## src/rtl/ascon_seq_pkg.sv

```systemverilog
// Shared types and sizing helpers for the Ascon job sequencer.
package ascon_seq_pkg;

  localparam int NSHARES = 5;
  localparam int TAG_W   = 128;
  localparam int NONCE_W = 128;

  typedef enum logic [2:0] {
    IDLE,
    CRST,
    LOAD,
    START,
    CAPT,
    DONE
  } seq_state_t;

  // Counter must hold every per-state count without wrapping.
  function automatic int cnt_width(input int load_len, input int timeout);
    int m;
    m = (load_len > TAG_W) ? load_len : TAG_W;
    if (timeout > m) m = timeout;
    return $clog2(m + 1);
  endfunction

endpackage

```

## src/rtl/ascon_share_piso.sv

```systemverilog
// Parallel-in/serial-out for five shares of width W; MSB first, zero-filled once drained.
module ascon_share_piso
  import ascon_seq_pkg::*;
#(
  parameter int W = 32
) (
  input  logic                 clk,
  input  logic                 rst_n,
  input  logic                 i_load,
  input  logic                 i_shift,
  input  logic [NSHARES*W-1:0] i_data,
  output logic [NSHARES-1:0]   o_bits
);

  logic [W-1:0] r_sr [NSHARES];

  always_ff @(posedge clk or negedge rst_n) begin
    if (!rst_n) begin
      for (int s = 0; s < NSHARES; s++) r_sr[s] <= '0;
    end else if (i_load) begin
      for (int s = 0; s < NSHARES; s++) r_sr[s] <= i_data[s*W +: W];
    end else if (i_shift) begin
      for (int s = 0; s < NSHARES; s++) r_sr[s] <= {r_sr[s][W-2:0], 1'b0};
    end
  end

  for (genvar g = 0; g < NSHARES; g++) begin : g_out
    assign o_bits[g] = r_sr[g][W-1];
  end

endmodule

```

## src/rtl/ascon_job_sequencer.sv

```systemverilog
// Runs one masked Ascon enc/dec job through the bit-serial core: reset, serial load,
// start/wait with timeout, then LSB-first capture of text and tag into a held result.
module ascon_job_sequencer
  import ascon_seq_pkg::*;
#(
  parameter int K        = 128,
  parameter int L        = 32,
  parameter int Y        = 32,
  parameter int LOAD_LEN = 130,
  parameter int TIMEOUT  = 4096
) (
  input  logic                       clk,
  input  logic                       rst_n,
  input  logic                       job_valid,
  output logic                       job_ready,
  input  logic                       job_mode,
  input  logic [NSHARES*K-1:0]       job_key,
  input  logic [NSHARES*NONCE_W-1:0] job_nonce,
  input  logic [NSHARES*L-1:0]       job_ad,
  input  logic [NSHARES*Y-1:0]       job_text,
  output logic                       core_rst,
  output logic [NSHARES-1:0]         core_key_si,
  output logic [NSHARES-1:0]         core_nonce_si,
  output logic [NSHARES-1:0]         core_ad_si,
  output logic [NSHARES-1:0]         core_pt_si,
  output logic                       core_enc_start,
  output logic                       core_dec_start,
  input  logic                       core_enc_ready,
  input  logic                       core_dec_ready,
  input  logic                       core_text_so,
  input  logic                       core_tag_so,
  input  logic                       core_auth,
  output logic                       res_valid,
  input  logic                       res_ready,
  output logic [Y-1:0]               res_text,
  output logic [TAG_W-1:0]           res_tag,
  output logic                       res_auth,
  output logic                       res_timeout,
  output logic                       busy
);

  localparam int CNT_W  = cnt_width(LOAD_LEN, TIMEOUT);
  localparam int TAG_IW = $clog2(TAG_W);
  localparam int TXT_IW = $clog2(Y);
  localparam logic [CNT_W-1:0] LOAD_LAST = CNT_W'(LOAD_LEN - 1);
  localparam logic [CNT_W-1:0] WAIT_LAST = CNT_W'(TIMEOUT - 1);
  localparam logic [CNT_W-1:0] CAPT_LAST = CNT_W'(TAG_W - 1);
  localparam logic [CNT_W-1:0] TEXT_LEN  = CNT_W'(Y);

  seq_state_t       r_state, w_state_nxt;
  logic [CNT_W-1:0] r_cnt, w_cnt_nxt;
  logic             r_mode;
  logic [Y-1:0]     r_text;
  logic [TAG_W-1:0] r_tag;
  logic             r_auth, r_tmo;
  logic             w_accept, w_shift, w_core_rdy, w_timeout_hit, w_capt_last;
  logic [NSHARES-1:0] w_key_bits, w_nonce_bits, w_ad_bits, w_pt_bits;

  assign w_accept   = job_ready & job_valid;
  assign w_core_rdy = r_mode ? core_dec_ready : core_enc_ready;

  always_comb begin
    w_state_nxt    = r_state;
    w_cnt_nxt      = '0;
    job_ready      = 1'b0;
    core_rst       = 1'b0;
    core_enc_start = 1'b0;
    core_dec_start = 1'b0;
    w_shift        = 1'b0;
    w_timeout_hit  = 1'b0;
    w_capt_last    = 1'b0;
    case (r_state)
      IDLE: begin
        job_ready = 1'b1;
        core_rst  = 1'b1;
        if (job_valid) w_state_nxt = CRST;
      end
      CRST: begin
        core_rst    = 1'b1;
        w_state_nxt = LOAD;
      end
      LOAD: begin
        w_shift = 1'b1;
        if (r_cnt == LOAD_LAST) w_state_nxt = START;
        else                    w_cnt_nxt   = r_cnt + CNT_W'(1);
      end
      START: begin
        core_enc_start = ~r_mode;
        core_dec_start = r_mode;
        if (w_core_rdy) begin
          w_state_nxt = CAPT;
        end else if (r_cnt == WAIT_LAST) begin
          w_state_nxt   = DONE;
          w_timeout_hit = 1'b1;
        end else begin
          w_cnt_nxt = r_cnt + CNT_W'(1);
        end
      end
      CAPT: begin
        if (r_cnt == CAPT_LAST) begin
          w_state_nxt = DONE;
          w_capt_last = 1'b1;
        end else begin
          w_cnt_nxt = r_cnt + CNT_W'(1);
        end
      end
      DONE: begin
        if (res_ready) w_state_nxt = IDLE;
      end
      default: w_state_nxt = IDLE;
    endcase
  end

  always_ff @(posedge clk or negedge rst_n) begin
    if (!rst_n) begin
      r_state <= IDLE;
      r_cnt   <= '0;
      r_mode  <= 1'b0;
      r_text  <= '0;
      r_tag   <= '0;
      r_auth  <= 1'b0;
      r_tmo   <= 1'b0;
    end else begin
      r_state <= w_state_nxt;
      r_cnt   <= w_cnt_nxt;
      if (w_accept) begin
        r_mode <= job_mode;
        r_text <= '0;
        r_tag  <= '0;
        r_auth <= 1'b0;
        r_tmo  <= 1'b0;
      end
      if (w_timeout_hit) r_tmo <= 1'b1;
      if (r_state == CAPT) begin
        r_tag[r_cnt[TAG_IW-1:0]] <= core_tag_so;
        if (r_cnt < TEXT_LEN) r_text[r_cnt[TXT_IW-1:0]] <= core_text_so;
        if (w_capt_last) r_auth <= r_mode ? core_auth : 1'b1;
      end
    end
  end

  ascon_share_piso #(.W(K)) u_key (
    .clk(clk), .rst_n(rst_n), .i_load(w_accept), .i_shift(w_shift),
    .i_data(job_key), .o_bits(w_key_bits)
  );
  ascon_share_piso #(.W(NONCE_W)) u_nonce (
    .clk(clk), .rst_n(rst_n), .i_load(w_accept), .i_shift(w_shift),
    .i_data(job_nonce), .o_bits(w_nonce_bits)
  );
  ascon_share_piso #(.W(L)) u_ad (
    .clk(clk), .rst_n(rst_n), .i_load(w_accept), .i_shift(w_shift),
    .i_data(job_ad), .o_bits(w_ad_bits)
  );
  ascon_share_piso #(.W(Y)) u_pt (
    .clk(clk), .rst_n(rst_n), .i_load(w_accept), .i_shift(w_shift),
    .i_data(job_text), .o_bits(w_pt_bits)
  );

  // Shift registers hold live data in CRST; only expose bits while loading.
  assign core_key_si   = w_shift ? w_key_bits   : '0;
  assign core_nonce_si = w_shift ? w_nonce_bits : '0;
  assign core_ad_si    = w_shift ? w_ad_bits    : '0;
  assign core_pt_si    = w_shift ? w_pt_bits    : '0;

  assign res_valid   = (r_state == DONE);
  assign busy        = (r_state != IDLE);
  assign res_text    = r_text;
  assign res_tag     = r_tag;
  assign res_auth    = r_auth;
  assign res_timeout = r_tmo;

endmodule
```

## config.mk

```make
export PLATFORM = sky130hd
export DESIGN_NAME = ascon_job_sequencer
export DESIGN_NICKNAME = d
export VERILOG_FILES = /design/src/rtl/ascon_seq_pkg.sv /design/src/rtl/ascon_share_piso.sv /design/src/rtl/ascon_job_sequencer.sv
export SDC_FILE = /design/constraint.sdc
export NUM_CORES = 2
export LEC_CHECK = 0
export ABC_AREA = 1
export BUFFER_PORTS_ARGS = -buffer_cell sky130_fd_sc_hd__buf_2
export CAP_MARGIN = 20
export CORE_AREA = 2 2 710 712
export DETAILED_ROUTE_END_ITERATION = 12
export DIE_AREA = 0 0 712 714
export SYNTH_ARGS = -nofsm -noshare
export SYNTH_HDL_FRONTEND = slang
export SYNTH_SLANG_ARGS = --single-unit
export TNS_END_PERCENT = 100
```

## constraint.sdc

```tcl
create_clock -name clk -period 2.9 [get_ports clk]
set_input_delay 0.145 -clock clk [delete_from_list [all_inputs] [get_ports clk]]
set_output_delay 0.145 -clock clk [all_outputs]
set_load 0.05 [all_outputs]
```

==> qor.csv <==
metric,value,unit
grt_use_total,15.7,%
cp-start-kind,flip-flop,
clk_latency,0.93,ns
syn_inst,9655,
final_max_slew_viol_count,0,
r2r_start,r_state[2],
synth-seq-cells,1779,
r2r_end,u_key.r_sr[589],
max_cap_violations,0,
drtIter0Drc,11082,
status,"complete, no violations",
boundaryPins,1798,
grt_start_max_net_pins,182,
first_pass_iters,10,
netlist_area,81100,sq um
critPathArrivalTime,3.48,ns
yosys_warnings,0,
fin_skew,0.0904,ns
synth.most_common_cell,dfrtp_1,
port_buffers,1797,
remaining_drc_errors,0,
cts_made_buffers,213,
path_class,flip-flop to flip-flop,
post-route-period-util,96.9,%
syn_nets,11269,
max_slew_margin,24.8,%
cts_buffer_depth,4,
yosysUniqueCellTypes,26,
initial_core_util,16.2,%
synthTopCellsByCount,"dfrtp_1, o21ai_0, inv_1",
endpoint,u_key.r_sr[589],
die_h,714,um
grt-busiest-layer,met2,
h-tree-depth,4,
place_hpwl,252000,um
hp-class,input pin to flip-flop,
setup_violations,0,
worstSetupEndpointType,flip-flop,
met1_usage,18.0,%
avgSynthCellArea,8.40,sq um
peakVddDrop,722,uV
area_growth_syn_to_layout,65.6,%
num_vias,94487,
crit_fanout,114,
grt.overflow.total,0,
numClockSinks,1779,
rows,260,
synth.largest_area_cell,dfrtp_1,
ys_async_sr_fraction,100,%
hold_violations,0,
ys_top_cells_by_area,"dfrtp_1, o21ai_0, inv_1",
period_minus_slack,2.81,ns
die_x,712,um
clkTransAtPathRegs,0.06,ns
synth_flop_cell,dfrtp_1,
fmax,0.356,GHz
antenna_found_initial,201,
fin_setup_tns,0,ns
wl,416000,um
met3_usage,4.42,%
grt_first_pass_wirelength,614000,um
core_region_area,500000,sq um
n_fill_cell,50998,
cts_tree,yes,
place.gp.congestion,0.888,
grt_pass1_vias,96029,
drt-wirelength-per-cell,19.8,um
synth-edff-count,0,
utilization,26.9,%
p_per_area,953,nW/um^2
dieArea,508000,sq um
ant_nets,0,
placed_area,99600,sq um
yosysTopAreaCellShare,54.9,%
rr_worst_depth,10,
startpoint,r_state[2],
drive_gt1_share,17.8,%
layout.nets,15612,
crit_required,3.58,ns
r2r_slack,0.09,ns
finalInstanceArea,134000,sq um
cts_root_buf,clkbuf_16,
seq_area_frac_synth,54.9,%
use_met2,24.9,%
min_path_cells,4,
vias_per_cell,4.49,
worstMarginPinSlew,1.12,ns
p_leak,62.3,nW
where the power goes:
group	total [W]	internal (W)	switching (W)
Combinational	0.0583	0.0204	0.0378
Clock	0.0276	0.0158	0.0118
Sequential	0.0422	0.0371	0.00512
Total	0.128	0.0733	0.0547
metrics by stage:
| step | total power [W] | hold slack (ns) | setup WS [ns] | std cells |
|---|---|---|---|---|
| after global placement | 0.0917 | 0.227 | -0.536 | 17755 |
| after global routing | 0.137 | 0.0253 | -0.0337 | 20995 |
| after CTS | 0.124 | 0.0000890 | 0.00330 | 20836 |
| after detailed placement | 0.0930 | 0.231 | 0.0587 | 17756 |
| after floorplan | 0.0746 | -0.151 | 0.532 | 9655 |
| final | 0.128 | 0.0738 | 0.0906 | 21048 |
cell type report:
| type | instances | area, sq um | share of cell area [%] |
|---|---|---|---|
| inverters | 1638 | 6170 | 4.59 |
| clock buffers | 311 | 6270 | 4.67 |
| diodes | 210 | 526 | 0.391 |
| well taps | 6681 | 8360 | 6.22 |
| flip-flops and latches | 1779 | 44500 | 33.1 |
| repair buffers | 4865 | 40200 | 29.9 |
| clock inverters | 63 | 781 | 0.581 |
| multi-input cells | 5501 | 27500 | 20.5 |
sequential cells by signal, summed over array words and instances, names as in the netlist, 13 cells and up:
name          count
res_text         32
res_tag         128
u_nonce.r_sr    635
u_key.r_sr      635
r_cnt            13
u_pt.r_sr       155
u_ad.r_sr       155
cell usage in the layout (no fill, tap or decap), drive strengths merged:
master | synthesis | final
xor2 | 4 | 4
ha | 4 | 4
a21oi | 297 | 297
inv | 1637 | 1649
o22ai | 271 | 271
clkinv | 1 | 36
or2 | 2 | 2
buf | 257 | 2159
diode | 0 | 210
clkinvlp | 0 | 7
nand3 | 269 | 269
o221ai | 120 | 120
o211ai | 339 | 339
dlygate4sd3 | 0 | 2703
a31oi | 1 | 1
nor2 | 389 | 389
dfrtp | 1779 | 1779
bufinv | 0 | 9
clkbuf | 480 | 314
nand2 | 1042 | 1042
o21ai | 2747 | 2747
nand4 | 7 | 7
nor3 | 9 | 9
worst min-delay path by stage:
| stage | from | end | slack (ns) |
|---|---|---|---|
| final | job_text[113] | u_pt.r_sr[49] | 0.07 |
| after global routing | job_nonce[563] | u_nonce.r_sr[51] | 0.03 |
| after CTS | job_key[388] | u_key.r_sr[132] | 0.00009 |
| after global placement | rst_n | u_key.r_sr[238] | 0.23 |
| after detailed placement | rst_n | u_key.r_sr[238] | 0.23 |
| after floorplan | rst_n | r_cnt[0] | -0.15 |
critical path: stages, from the launching register on:
cell and delay, ns:
dfrtp_1 0.40, buf_4 0.17, inv_1 0.06, nand2_2 0.13, inv_2 0.08, nand2_8 0.19, buf_12 0.19, buf_12 0.31
buf_4 0.27, o21ai_0 0.11, o21ai_1 0.60
routing by layer:
layer	wire, um	vias to the layer above	part of all wire, %
met2	190000	6256	46
met1	151000	45001	36
met5	628	-	0.15
li1	-	40913	-
met4	37800	58	9.1
met3	36500	2259	8.8
timing repair:
| item | 4_1_cts | 5_1_grt |
|---|---|---|
| resized for setup | 10 | 14 |
| gates cloned | 0 | 0 |
| setup buffers | 3 | 0 |
| endpoints found under the setup margin | 20 | 9 |
| hold endpoints to repair | 2974 | 0 |
| pin swaps | 1 | 0 |
| hold buffers | 2704 | 0 |
logic make-up (layout without fill, tap and decap cells):
group / after synthesis / in the layout / share of synthesized area (%)
DFF: 1779 / 1779 / 54.9
and+or+nand+nor: 1718 / 1718 / 8.44
adders and majority gates: 4 / 4 / 0.0617
AOI/OAI and AO/OA: 3775 / 3775 / 25.3
xor gates and xnor gates: 4 / 4 / 0.0432
buffers and inverters: 2375 / 6877 / 11.3
other: 0 / 210 / 0
Note: power is estimated with default switching activity, not from simulation.
